<file path="config.mk">
export PLATFORM = sky130hd
export DESIGN_NAME = ipd_sample_sequencer_flat
export DESIGN_NICKNAME = d
export VERILOG_FILES = /design/src/rtl/ipd_sample_sequencer_if.sv /design/src/rtl/ipd_sample_sequencer.sv /design/src/flat_wrapper.sv
export SDC_FILE = /design/constraint.sdc
export NUM_CORES = 1
export LEC_CHECK = 0
export BUFFER_PORTS_ARGS = -buffer_cell sky130_fd_sc_hd__buf_2
export CORE_ASPECT_RATIO = 1.4
export CORE_MARGIN = 5
export CORE_UTILIZATION = 30
export DETAILED_ROUTE_END_ITERATION = 16
export HOLD_SLACK_MARGIN = 0.1
export PLACE_DENSITY_LB_ADDON = 0.1
export RECOVER_POWER = 50
export SLEW_MARGIN = 20
export SYNTH_ARGS = -nofsm -noshare
export SYNTH_HDL_FRONTEND = slang
export SYNTH_SLANG_ARGS = --single-unit
</file>
<file path="constraint.sdc">
create_clock -name clk -period 1.8 [get_ports clk]
set_input_delay 0.27 -clock clk [delete_from_list [all_inputs] [get_ports clk]]
set_output_delay 0.27 -clock clk [all_outputs]
set_load 0.01 [all_outputs]
</file>
<file path="src/rtl/ipd_sample_sequencer_if.sv">
`default_nettype none
// ============================================================================
//  Module      : ipd_sample_sequencer_if
//  Description : Bundle of the ADC-side, IPD-side and actuator-side signals
//                of the IPD sample sequencer. The master modport is the
//                sequencer; the slave modport is its environment.
//  Revision    : 1.0 - initial release
// ============================================================================
interface ipd_sample_sequencer_if #(
    parameter int cant_bits = 13
);
    // Control and ADC side
    logic                        habilitar;
    logic                        adc_valid;
    logic signed [cant_bits-1:0] adc_dato;
    logic signed [cant_bits-1:0] ref_in;
    logic                        clr_overrun;

    // IPD operands, start pulse and result
    logic signed [cant_bits-1:0] pot_out;
    logic signed [cant_bits-1:0] ref_out;
    logic                        en_ipd;
    logic signed [cant_bits-1:0] salida_ipd;

    // Actuator command and status
    logic signed [cant_bits-1:0] u_out;
    logic                        u_valid;
    logic                        busy;
    logic                        overrun;
    logic                        sat;

    modport master (
        input  habilitar, adc_valid, adc_dato, ref_in, clr_overrun, salida_ipd,
        output pot_out, ref_out, en_ipd, u_out, u_valid, busy, overrun, sat
    );

    modport slave (
        output habilitar, adc_valid, adc_dato, ref_in, clr_overrun, salida_ipd,
        input  pot_out, ref_out, en_ipd, u_out, u_valid, busy, overrun, sat
    );
endinterface
`default_nettype wire

</file>
<file path="src/rtl/ipd_sample_sequencer.sv">
`default_nettype none
// ============================================================================
//  Module      : ipd_sample_sequencer
//  Description : Sample sequencer for the truncating IPD servo controller.
//                Generates the sample tick, captures one ADC reading and the
//                setpoint, pulses en_ipd for one cycle, waits the controller
//                latency and registers the result as the actuator command.
//                Optional output clamp enabled by defining SATURACION_EN.
//  Revision    : 1.0 - initial release
// ============================================================================
module ipd_sample_sequencer #(
    parameter int                          cant_bits    = 13,
    parameter int                          DIV_MUESTREO = 1000,
    parameter int                          LATENCIA     = 15,
    parameter logic signed [cant_bits-1:0] U_MAX        = cant_bits'(2047),
    parameter logic signed [cant_bits-1:0] U_MIN        = cant_bits'(-2048)
) (
    input wire logic               clk,
    input wire logic               rst,
    ipd_sample_sequencer_if.master bus
);

`ifdef SATURACION_EN
    localparam bit c_SAT_EN = 1'b1;
`else
    localparam bit c_SAT_EN = 1'b0;
`endif

    localparam int c_DIV_W = (DIV_MUESTREO > 1) ? $clog2(DIV_MUESTREO) : 1;
    localparam int c_LAT_W = (LATENCIA > 2) ? $clog2(LATENCIA) : 1;
    localparam logic [c_DIV_W-1:0] c_TICK_LAST = c_DIV_W'(DIV_MUESTREO - 1);
    // WAIT_LAT lasts LATENCIA-1 cycles so that u_valid lands LATENCIA+1
    // cycles after the en_ipd cycle.
    localparam logic [c_LAT_W-1:0] c_LAT_LAST  = c_LAT_W'(LATENCIA - 2);

    localparam logic [2:0] c_S_IDLE      = 3'd0;
    localparam logic [2:0] c_S_WAIT_TICK = 3'd1;
    localparam logic [2:0] c_S_CAPTURE   = 3'd2;
    localparam logic [2:0] c_S_START     = 3'd3;
    localparam logic [2:0] c_S_WAIT_LAT  = 3'd4;
    localparam logic [2:0] c_S_LATCH     = 3'd5;

    logic [2:0]                  r_state;
    logic [c_DIV_W-1:0]          r_tick_cnt;
    logic [c_LAT_W-1:0]          r_lat_cnt;
    logic signed [cant_bits-1:0] r_pot_out;
    logic signed [cant_bits-1:0] r_ref_out;
    logic signed [cant_bits-1:0] r_u_out;
    logic                        r_en_ipd;
    logic                        r_u_valid;
    logic                        r_overrun;
    logic                        r_sat;

    logic                        w_tick;
    logic                        w_busy;
    logic                        w_hi;
    logic                        w_lo;
    logic signed [cant_bits-1:0] w_u_next;

    assign w_tick = bus.habilitar && (r_tick_cnt == c_TICK_LAST);
    assign w_busy = (r_state != c_S_IDLE) && (r_state != c_S_WAIT_TICK);

    // Clamp is forced off when the saturation option is not built in.
    assign w_hi     = c_SAT_EN && ($signed(bus.salida_ipd) > $signed(U_MAX));
    assign w_lo     = c_SAT_EN && ($signed(bus.salida_ipd) < $signed(U_MIN));
    assign w_u_next = w_hi ? U_MAX : (w_lo ? U_MIN : bus.salida_ipd);

    // Free-running sample divider, parked at zero while the loop is stopped.
    always_ff @(posedge clk) begin
        if (!rst || !bus.habilitar) begin
            r_tick_cnt <= '0;
        end else if (r_tick_cnt == c_TICK_LAST) begin
            r_tick_cnt <= '0;
        end else begin
            r_tick_cnt <= r_tick_cnt + c_DIV_W'(1);
        end
    end

    // Sticky overrun: a tick landing on a busy sequencer beats a clear.
    always_ff @(posedge clk) begin
        if (!rst) begin
            r_overrun <= 1'b0;
        end else if (w_tick && w_busy) begin
            r_overrun <= 1'b1;
        end else if (bus.clr_overrun) begin
            r_overrun <= 1'b0;
        end
    end

    // Sequencer FSM with registered operands, start pulse and command.
    always_ff @(posedge clk) begin
        if (!rst) begin
            r_state   <= c_S_IDLE;
            r_lat_cnt <= '0;
            r_pot_out <= '0;
            r_ref_out <= '0;
            r_u_out   <= '0;
            r_en_ipd  <= 1'b0;
            r_u_valid <= 1'b0;
            r_sat     <= 1'b0;
        end else begin
            r_en_ipd  <= 1'b0;
            r_u_valid <= 1'b0;
            if (!bus.habilitar) begin
                r_state <= c_S_IDLE;
            end else begin
                case (r_state)
                    c_S_IDLE: begin
                        r_state <= c_S_WAIT_TICK;
                    end
                    c_S_WAIT_TICK: begin
                        if (w_tick) begin
                            r_state <= c_S_CAPTURE;
                        end
                    end
                    c_S_CAPTURE: begin
                        if (bus.adc_valid) begin
                            r_pot_out <= bus.adc_dato;
                            r_ref_out <= bus.ref_in;
                            r_en_ipd  <= 1'b1;
                            r_state   <= c_S_START;
                        end
                    end
                    c_S_START: begin
                        r_lat_cnt <= '0;
                        r_state   <= c_S_WAIT_LAT;
                    end
                    c_S_WAIT_LAT: begin
                        if (r_lat_cnt == c_LAT_LAST) begin
                            r_state <= c_S_LATCH;
                        end else begin
                            r_lat_cnt <= r_lat_cnt + c_LAT_W'(1);
                        end
                    end
                    c_S_LATCH: begin
                        r_u_out   <= w_u_next;
                        r_sat     <= w_hi || w_lo;
                        r_u_valid <= 1'b1;
                        r_state   <= c_S_WAIT_TICK;
                    end
                    default: begin
                        r_state <= c_S_IDLE;
                    end
                endcase
            end
        end
    end

    assign bus.pot_out = r_pot_out;
    assign bus.ref_out = r_ref_out;
    assign bus.en_ipd  = r_en_ipd;
    assign bus.u_out   = r_u_out;
    assign bus.u_valid = r_u_valid;
    assign bus.busy    = w_busy;
    assign bus.overrun = r_overrun;
    assign bus.sat     = r_sat;

endmodule
`default_nettype wire
</file>
<file path="src/flat_wrapper.sv">
// flat-port wrapper written by rule: the top's interface ports become plain ports
module ipd_sample_sequencer_flat 
#(
    parameter int                          cant_bits    = 13,
    parameter int                          DIV_MUESTREO = 1000,
    parameter int                          LATENCIA     = 15,
    parameter logic signed [cant_bits-1:0] U_MAX        = cant_bits'(2047),
    parameter logic signed [cant_bits-1:0] U_MIN        = cant_bits'(-2048)
)
  (clk, rst, bus_habilitar, bus_adc_valid, bus_adc_dato, bus_ref_in, bus_clr_overrun, bus_salida_ipd, bus_pot_out, bus_ref_out, bus_en_ipd, bus_u_out, bus_u_valid, bus_busy, bus_overrun, bus_sat);
  ipd_sample_sequencer_if #(.cant_bits(cant_bits)) bus_i ();
  input wire logic clk;
  input wire logic rst;
  input wire logic [$bits(bus_i.habilitar)-1:0] bus_habilitar;
  input wire logic [$bits(bus_i.adc_valid)-1:0] bus_adc_valid;
  input wire logic [$bits(bus_i.adc_dato)-1:0] bus_adc_dato;
  input wire logic [$bits(bus_i.ref_in)-1:0] bus_ref_in;
  input wire logic [$bits(bus_i.clr_overrun)-1:0] bus_clr_overrun;
  input wire logic [$bits(bus_i.salida_ipd)-1:0] bus_salida_ipd;
  output wire logic [$bits(bus_i.pot_out)-1:0] bus_pot_out;
  output wire logic [$bits(bus_i.ref_out)-1:0] bus_ref_out;
  output wire logic [$bits(bus_i.en_ipd)-1:0] bus_en_ipd;
  output wire logic [$bits(bus_i.u_out)-1:0] bus_u_out;
  output wire logic [$bits(bus_i.u_valid)-1:0] bus_u_valid;
  output wire logic [$bits(bus_i.busy)-1:0] bus_busy;
  output wire logic [$bits(bus_i.overrun)-1:0] bus_overrun;
  output wire logic [$bits(bus_i.sat)-1:0] bus_sat;
  assign bus_i.habilitar = bus_habilitar;
  assign bus_i.adc_valid = bus_adc_valid;
  assign bus_i.adc_dato = bus_adc_dato;
  assign bus_i.ref_in = bus_ref_in;
  assign bus_i.clr_overrun = bus_clr_overrun;
  assign bus_i.salida_ipd = bus_salida_ipd;
  assign bus_pot_out = bus_i.pot_out;
  assign bus_ref_out = bus_i.ref_out;
  assign bus_en_ipd = bus_i.en_ipd;
  assign bus_u_out = bus_i.u_out;
  assign bus_u_valid = bus_i.u_valid;
  assign bus_busy = bus_i.busy;
  assign bus_overrun = bus_i.overrun;
  assign bus_sat = bus_i.sat;
  ipd_sample_sequencer #(.cant_bits(cant_bits), .DIV_MUESTREO(DIV_MUESTREO), .LATENCIA(LATENCIA), .U_MAX(U_MAX), .U_MIN(U_MIN)) u_core (.clk(clk), .rst(rst), .bus(bus_i));
endmodule
</file>
=== Word-level counts from Yosys, hierarchy flattened ===
Index checks and enable logic that the tools add are counted.

* Word-level logic and storage cells: 51
* Output and inout port bits: 44
* Input port bits: 44
* Register bits: 59

* Equal/unequal tests: 12
* Add/sub/neg operators: 2
* Reductions and logical operators: 18
* Multiplexer cells: 10

{| class="wikitable"
|+ Operators with widths
! kind !! count
|-
| $pmux W3 S5 || 1
|-
| $reduce_and A3 Y1 || 4
|-
| $add A10 B1 Y10 const B || 1
|-
| $eq A10 B10 Y1 const B || 1
|-
| $mux W3 || 3
|-
| $pmux W4 S2 || 1
|-
| $eq A3 B2 Y1 const B || 2
|-
| $eq A3 B3 Y1 const B || 2
|-
| $add A4 B1 Y4 const B || 1
|-
| $eq A4 B4 Y1 const B || 1
|-
| $mux W1 || 4
|-
| $mux W4 || 1
|-
| $ne A2 B1 Y1 const B || 2
|-
| $ne A2 B2 Y1 const B || 2
|-
| $reduce_and A2 Y1 || 2
|-
| $reduce_bool A2 Y1 || 2
|-
| $reduce_or A2 Y1 || 2
|-
| $eq A3 B1 Y1 const B || 1
|-
| $logic_and A1 B1 Y1 || 3
|-
| $logic_not A3 Y1 || 1
|-
| $ne A3 B1 Y1 const B || 1
|-
| $reduce_bool A3 Y1 || 1
|-
| $logic_not A1 Y1 || 2
|-
| $logic_or A1 B1 Y1 || 1
|}

=== Longest topological paths before layout ===
Gate-level depths: netlist (run 1).

* Depth after elaboration: 4
* Gate-level depth with buffers: 5
* Depth with buffers taken out: 5

=== Least setup slack after synthesis (run 1) ===
No wires, ideal clock.

* Kind: reg2reg
* Start: register u_core.r_tick_cnt[0]
* End: register u_core.r_state[1]
* Arrival time: 1.484 ns
* Setup time: 0.079 ns
* Stages on the path, launching flop included: 5
* Period minus slack after synthesis: 1.563 ns
* Buffers on the path: 0
* Required time: 1.721 ns
* Setup slack: 0.237 ns
* Cells stage by stage: dfxtp_1 > ha_1 > nand4b_4 > or4_1 > a211oi_2

* Word-level cells in the longest chain between the ends: 4

{| class="wikitable"
|+ RTL lines
! element !! line !! text
|-
| start, declared || ipd_sample_sequencer.sv:44 || <nowiki>logic [c_DIV_W-1:0] r_tick_cnt;</nowiki>
|-
| start signal, assigned || ipd_sample_sequencer.sv:75 || <nowiki>r_tick_cnt <= r_tick_cnt + c_DIV_W'(1);</nowiki>
|-
| $eq A10 B10 Y1 || ipd_sample_sequencer.sv:60 || <nowiki>assign w_tick = bus.habilitar && (r_tick_cnt == c_TICK_LAST);</nowiki>
|-
| $logic_and A1 B1 Y1 || ipd_sample_sequencer.sv:60 ||
|-
| $ne A2 B1 Y1 (no line) || -- ||
|-
| $reduce_and A3 Y1 (no line) || -- ||
|-
| end signal, assigned || ipd_sample_sequencer.sv:93 || <nowiki>r_state <= c_S_IDLE;</nowiki>
|-
| end signal, assigned || ipd_sample_sequencer.sv:105 || <nowiki>r_state <= c_S_IDLE;</nowiki>
|-
| end signal, assigned || ipd_sample_sequencer.sv:109 || <nowiki>r_state <= c_S_WAIT_TICK;</nowiki>
|-
| end, declared || ipd_sample_sequencer.sv:43 || <nowiki>logic [2:0] r_state;</nowiki>
|}

No other way between the ends.
A chain may end at the register's enable or synchronous reset.

=== Worst setup path in the final report (run 1) ===
Same ends and word-level chain as after synthesis.

==> results.md, run 1 <==
* Run status: finished, final reports clean
* Worst Setup SP: u_core.r_tick_cnt[0]
* Post-Synth Adder-Cell Area at 0.01422
* Clock transition at the registers of the reported paths at 50 ps
* Sum of routed wire length over all layers at 6256 um
* Simple-gate area share of the yosys netlist at 0.2266
* DRC violation total after the first TritonRoute iteration at 59
* Sort of element at the start of the critical path: flop
* Num Clock Sinks at 59
* Power density cells at 908.5 nW/um2
* Leading register cell type out of synthesis: dfxtp_1
* Final cycle utilization of the critical path at 0.9075
* Global-route usage over all layers at 0.1258
* Arrival time worst endpoint at 1890 ps
* Maximum capacitance violations at 0
* Pin count of the biggest net entering global routing at 58
* Capturing element of the worst setup path: u_core.r_state[1]
* XOR/XNOR share of the synthesized area at 0.009957
* Number of register bits inferred by synthesis at 59
* Count of endpoints failing hold in the final timing report at 0
* Number of non-filler instances in the completed layout at ~480
* Fraction of final layout cells with drive strength greater than 1 at 0.1957
* Setup violation total in the final timing report at 0
* Number of synthesized flops with an enable pin at 0
* Gates resized, CTS repair at 0
* Post-synthesis instance total at 287
* Final routed wire length divided by cell count at 13.09 um
* Dominant combinational cell family by area after synthesis: compound AO/OA/AOI/OAI gates
* Antenna diodes at 0
* Number of antenna violations at the first check in global routing at 0
* Worst reg2reg endpoint: u_core.r_state[1]
* Synth Area in Compound Gates at 0.2475
* Static leakage at 1.421 nW
* Total I/O pin count at 88
* Count of buffers inserted at the top-level ports at 86
* Clock share of power at 0.542
* Number of hold buffers added after CTS at 0
* Half-perimeter wire length after placement at between 4000 and 5000 um
* Relative area change from synthesis to final layout at 29.97%
* Starting utilization of the core area at 0.3065
* Total placed instance area at 3193 um2
* Placeable Area at around 8600 um2
* Async set or reset register ratio after synthesis at 0
* Setup repair after global routing missed its margin: false
* Residual overflow from global routing at 0
* Maximum clock frequency at 0.6122 GHz
* Post-CTS Setup Bufs at 0
* Die area at 10,800 um2
* Pin slew with the least headroom to its limit at 536.0 ps
* Hold Slack at 105.7 ps
* Part of the power in registers at 0.422
* Total number of vias at 2,332
* H-tree levels at 3
* Remaining design rule violation count at 0
* Post-synthesis instance area at between 2000 and 3000 um2
* Max-Slew Margin vs Limit at 0.6421
* Synthesized area per cell at 9.194 um2
* Path depth of the worst reg2reg path at 4
* Start of the worst register-to-register path: u_core.r_tick_cnt[0]
* Number of rows created at floorplan at 40
* Yosys warns at 0
* Buffer cell driving the clock tree root: clkbuf_16
* Vias per cell at 4.879
* Die W at 89.27 um
* Sequential share of the synthesized area at 0.4476
* Comb pwr share at 0.037
* Final net count at 415
* Vertical extent of the die at 121.0 um
* Switching share of power at 0.2090
* Gp weighted congestion at approximately 0.73
* Clock buffer depth at 2
* First-pass GRT wire length at 10,590 um
* Met2 Routed Length at between 2000 and 3000 um
* Crit path time final at 1634 ps
* Hold WC Path Type: in2reg
* Int Pwr at 0.002464 W
* Slew Limit Fails at 0
* Synth unique cells at 44
* Setup Total Neg Slack at 0 ps
* Switching component of the power at 0.0006513 W
* Worst hold path stage count at 2
* Required arrival time at the worst endpoint at between 2000 and 2500 ps
* Placed cell count at 462
* Vias in the first global route at 2,358
* TritonCTS clock tree: built
* Top layer used by detailed routing: met4
* Clock Latency Late Sink at 330 ps
* First-pass iteration count of the detailed router at 4
* Worst clock skew on the final layout at 7.462 ps
* Syn_nets at 334
* Capturing element type of the critical path: flop
* Inserted Clock Buffers at 9
* Routed met3 length at 539 um
* Worst IR Drop VDD at between 400 and 500 uV
* Antenna Violating Nets Remaining at 0
* Setup slack of the most critical reg-to-reg path at roughly 170 ps
* Final instance area at 3430 um2
* WS Path Type: reg2reg
* Top fanout value on the critical path at 6
* Met1 wire length at 2636 um
* Share of cell area taken by muxes after synthesis at 0.007587
## synthesized netlist by cell type, types with 2 or more instances
library cell,count,share of area
mux2i_1,2,0.0076
o21a_1,27,0.077
o211ai_1,4,0.011
clkbuf_1,20,0.028
o21ai_0,3,0.0057
nand4b_1,2,0.0066
nand3b_1,5,0.014
or4_1,3,0.0085
xor2_1,2,0.0066
nor4_1,2,0.0047
nor2_1,5,0.0071
o21bai_1,2,0.0057
a21boi_1,24,0.068
nand3_1,5,0.0095
ha_1,3,0.014
inv_1,5,0.0071
nand2b_1,6,0.014
a21oi_1,4,0.0076
and4bb_2,2,0.0095
dfxtp_1,59,0.45
a21boi_0,15,0.043
and3_1,29,0.069
or3_1,2,0.0047
buf_2,2,0.0038
buf_1,2,0.0028
nand2_1,31,0.044
nand4_1,4,0.0095
## layer usage
metal | vias up | track usage
li1 | 1190 | -
met1 | 1067 | 0.1331
met2 | 64 | 0.2094
met3 | 11 | 0.04552
met4 | 0 | 0.07263
met5 | - | 0
## critical path, stage by stage (launching register included)
cell      delay [ps]
dfxtp_1          360
ha_1             280
nand4b_4         160
or4_1            540
a211oi_2         220
## area by class of cell
cell class | instances | area [um2]
Timing Repair Buffer | 95 | 464.2
Multi-Input combinational cell | 198 | 1339
Clock inverter | 5 | 52.55
Sequential cell | 59 | 1181
Clock buffer | 11 | 242.7
Inverter | 5 | 18.77
Tap cell | 105 | 131.4
Fill cell | 933 | 5179
## power groups by stage
stage               registers [W]  clock network [W]  logic [W]
finish                    0.00131            0.00169   0.000114
global route              0.00131            0.00179   0.000129
CTS                       0.00131            0.00174   0.000117
detailed placement        0.00134                  0   0.000117
global placement          0.00134                  0   0.000116
floorplan                 0.00134                  0  0.0000523
## flip-flops by register name, indices dropped and copies added (netlist names)
register            count
u_core.bus.u_valid      1
u_core.bus.ref_out     13
u_core.bus.en_ipd       1
u_core.r_tick_cnt      10
u_core.bus.u_out       13
u_core.r_state          3
u_core.r_lat_cnt        4
u_core.bus.overrun      1
u_core.bus.pot_out     13
## layout by cell type, fill, tap and decap left out, types with 3 or more instances in the layout
master,count
or4_1,3
nand3b_1,5
nand4_1,4
o21ai_0,3
nor2_1,5
a21boi_1,20
buf_4,5
a21oi_1,4
inv_1,5
and3_1,29
a21boi_0,19
clkbuf_16,9
o211ai_1,4
clkinv_2,3
nand3_1,5
nand2_1,31
o21a_1,27
nand2b_1,6
buf_2,44
ha_1,3
dfxtp_1,59
clkbuf_1,44
## worst min path at each step
stage	from	endpoint
2_1_floorplan	bus_clr_overrun	u_core.bus.overrun
3_3_place_gp	u_core.bus.u_out[9]	u_core.bus.u_out[9]
3_5_place_dp	u_core.bus.u_out[9]	u_core.bus.u_out[9]
4_1_cts	bus_clr_overrun	u_core.bus.overrun
5_1_grt	bus_clr_overrun	u_core.bus.overrun
6_report	bus_clr_overrun	u_core.bus.overrun
## cells by family (layout without fill, tap and decap cells)
family / count (synthesis) / in the layout
AND/OR/NAND/NOR: 102 / 102
multiplexers: 2 / 2
other: 1 / 1
buffers and inverters: 30 / 116
flip-flops: 59 / 59
adder cells (fa/ha/maj): 3 / 3
AO/OA/AOI/OAI: 87 / 87
XOR/XNOR: 3 / 3
## through the flow
stage	total power [W]	utilization	setup WS, ps
after floorplan	0.001393	-	237.1
after CTS	0.003171	0.4052	148.6
final	0.003116	0.3984	166.5
after global routing	0.003227	0.3984	43.90
after global placement	0.001457	0.3709	183.6
after detailed placement	0.001457	0.3709	156.5
Note: power is estimated with default switching activity, not from simulation.
==> run 2: changes to the inputs <==
Settings changed: REMOVE_ABC_BUFFERS from default to 1.
==> run 2 against run 1 <==
Compared with the run above:
- clock-buffer cell count increased by 1
- sequential power about the same
- maximum frequency decreased by 1.7%
- largest cell class unchanged
- highest routed layer unchanged
- worst hold slack better by 31 ps
- total power up 5.3%
- worst setup slack got worse by 29 ps
==> results.md, run 2 (synthesis gave the netlist of run 1 again) <==
* Final setup margin at 137.6 ps (-28.88 ps)
* Part of the power in registers at 0.401 (-0.021)
* Capturing element type of the critical path: flop
* Count of buffers inserted at the top-level ports at 86 (unchanged)
* Setup slack at placement at 148.3 ps (-8.177 ps)
* Inserted Clock Buffers at 9 (unchanged)
* Setup repair after global routing missed its margin: false
* Sequence of cells on the critical path: ha_1 > nand4b_4 > or4_1 > a211oi_2
* Number of hold buffers added after CTS at 0 (unchanged)
* Slew Limit Fails at 0 (unchanged)
* DRC violation total after the first TritonRoute iteration at 82 (+39%)
* Beginning of the worst hold path: bus_clr_overrun
* Worst IR Drop VDD at 411.1 uV (-9.8%)
* Maximum capacitance violations at 0 (unchanged)
* Clock Latency Late Sink at 320 ps (about the same)
* Sort of element at the start of the critical path: flop
* Switching share of power at 0.1929 (-0.01613)
* Vias in the first global route at 2,210 (-6.3%)
* Required arrival time at the worst endpoint at 2040 ps (about the same)
* Max-Slew Margin vs Limit at 0.6048 (-0.03727)
* Switching component of the power at 0.0006327 W (-2.9%)
* Total placed instance area at 3181 um2 (-0.39%)
* Crit path time final at 1662 ps (+28.88 ps)
* Arrival time worst endpoint at 1900 ps (about the same)
* Relative area change from synthesis to final layout at 30.73%
* Die W at 89.27 um (unchanged)
* Fraction of final layout cells with drive strength greater than 1 at 0.1930 (-0.002681)
* Cell class contributing the biggest share of worst-path delay: simple AND/OR/NAND/NOR gates
* WS Path Type: reg2reg
* Gates resized, CTS repair at 0 (unchanged)
* Sum of routed wire length over all layers at 6613 um (+5.7%)
* Pin count of the biggest net entering global routing at 54 (-6.9%)
* Vias per cell at 4.839 (-0.81%)
* Pin slew with the least headroom to its limit at 592.8 ps (+56.76 ps)
* Setup violation total in the final timing report at 0 (unchanged)
* Post-CTS Setup Bufs at 0 (unchanged)
* Start of the worst register-to-register path: u_core.r_tick_cnt[0]
* Clock transition at the registers of the reported paths at 50 ps (about the same)
* Final routed wire length divided by cell count at 13.83 um (+5.7%)
* Top fanout value on the critical path at 6 (unchanged)
* Worst clock skew on the final layout at 5.444 ps (-2.018 ps)
* Count of endpoints failing hold in the final timing report at 0 (unchanged)
* Number of rows created at floorplan at 40 (unchanged)
* Global-route usage over all layers at 0.1241 (-0.001662)
* Commonest cells after routing, fill and taps aside: dfxtp_1, clkbuf_1, buf_2
* H-tree levels at 3 (unchanged)
* Total number of vias at 2,313 (-0.81%)
* Final cycle utilization of the critical path at 0.9236 (+0.01605)
* Starting utilization of the core area at 0.3065 (unchanged)
* First-pass GRT wire length at 10,470 um (-1.2%)
* Static leakage at 1.427 nW (+0.38%)
* Critical path buffer and inverter count at 0 (unchanged)
* Setup Total Neg Slack at 0 ps (unchanged)
* Die area at 10,800 um2 (unchanged)
* Count of filler cells inserted in the layout at 929 (-0.43%)
* Hold WC Path Type: in2reg
* Buffer cell driving the clock tree root: clkbuf_16
* Final instance area at 3450 um2 (+0.58%)
* Worst path slowest cell: or4_1
* TritonCTS clock tree: built
* Worst Setup SP: u_core.r_tick_cnt[0]
* Number of antenna violations at the first check in global routing at 0 (unchanged)
* Num Clock Sinks at 59 (unchanged)
* Antenna Violating Nets Remaining at 0 (unchanged)
* Half-perimeter wire length after placement at 4602 um (+7.0%)
* Remaining design rule violation count at 0 (unchanged)
* Clock buffer depth at 2 (unchanged)
* Gp weighted congestion at 0.6971 (-4.3%)
* Run status: finished, final reports clean
* Clock share of power at 0.564 (+0.022)
* Residual overflow from global routing at 0 (unchanged)
* Leading cell type in the layout, fill and taps excluded: dfxtp_1
* Vertical extent of the die at 121.0 um (unchanged)
* Comb pwr share at 0.035 (-0.002)
* Antenna diodes at 0 (unchanged)
* Maximum clock frequency at 0.6015 GHz (-1.7%)
* First-pass iteration count of the detailed router at 4 (unchanged)
* Int Pwr at 0.002647 W (+7.4%)
* Placeable Area at 8608 um2 (unchanged)
* Total I/O pin count at 88 (unchanged)
* Power density cells at 950.8 nW/um2 (+4.7%)
* Final net count at 415 (unchanged)
* Stage delay of the slowest cell on the critical path at 550 ps (about the same)
==> run 2: cell types whose count changed in the layout (fill, tap and decap cells not counted) <==
cell | before | now
clkinv_2 | 3 | 1
bufinv_16 | 1 | 2
buf_12 | 2 | 1
clkbuf_8 | 1 | 2
clkbuf_1 | 44 | 45
clkbuf_2 | 1 | 0
a21boi_1 | 20 | 21
a21boi_0 | 19 | 18
buf_4 | 5 | 6
==> run 2: through the flow <==
stage,total power (W),util,instances,hold WS [ps]
after global placement,0.001458,0.3695,462,439.0
after global routing,0.003422,0.4007,478,135.8
final,0.003280,0.4007,478,136.4
after detailed placement,0.001459,0.3695,462,444.3
after CTS,0.003347,0.4077,478,123.2
after floorplan,0.001363,-,262,357.7
==> run 2: worst paths after layout <==
check	endpoint	slack (ps)	cells after the start
max	u_core.r_state[1]	140	4
min	u_core.bus.overrun	140	2
max reg2reg	u_core.r_state[1]	140	4
min reg2reg	u_core.bus.u_out[11]	450	2
==> run 2: cell type report <==
class | instances | area [um2] | area share
Clock buffer | 12 | 256.5 | 0.07436
Clock inverter | 4 | 72.57 | 0.02104
Inverter | 5 | 18.77 | 0.005441
Multi-Input combinational cell | 198 | 1339 | 0.3881
Sequential cell | 59 | 1181 | 0.3424
Tap cell | 105 | 131.4 | 0.03808
Timing Repair Buffer | 95 | 450.4 | 0.1306
==> run 2: power by group through the flow <==
stage | logic [W] | registers, W | clock network [W]
floorplan | 0.0000208 | 0.00134 | 0
global placement | 0.000116 | 0.00134 | 0
detailed placement | 0.000116 | 0.00134 | 0
CTS | 0.000117 | 0.00131 | 0.00192
global route | 0.000127 | 0.00131 | 0.00198
finish | 0.000114 | 0.00132 | 0.00185
==> run 2: routing by layer <==
layer	global-route usage	vias up	wire (um)
met5	0	-	0
met4	0.05028	0	51
met3	0.03601	4	338
met2	0.2048	46	3270
met1	0.1482	1081	2953
li1	-	1182	-
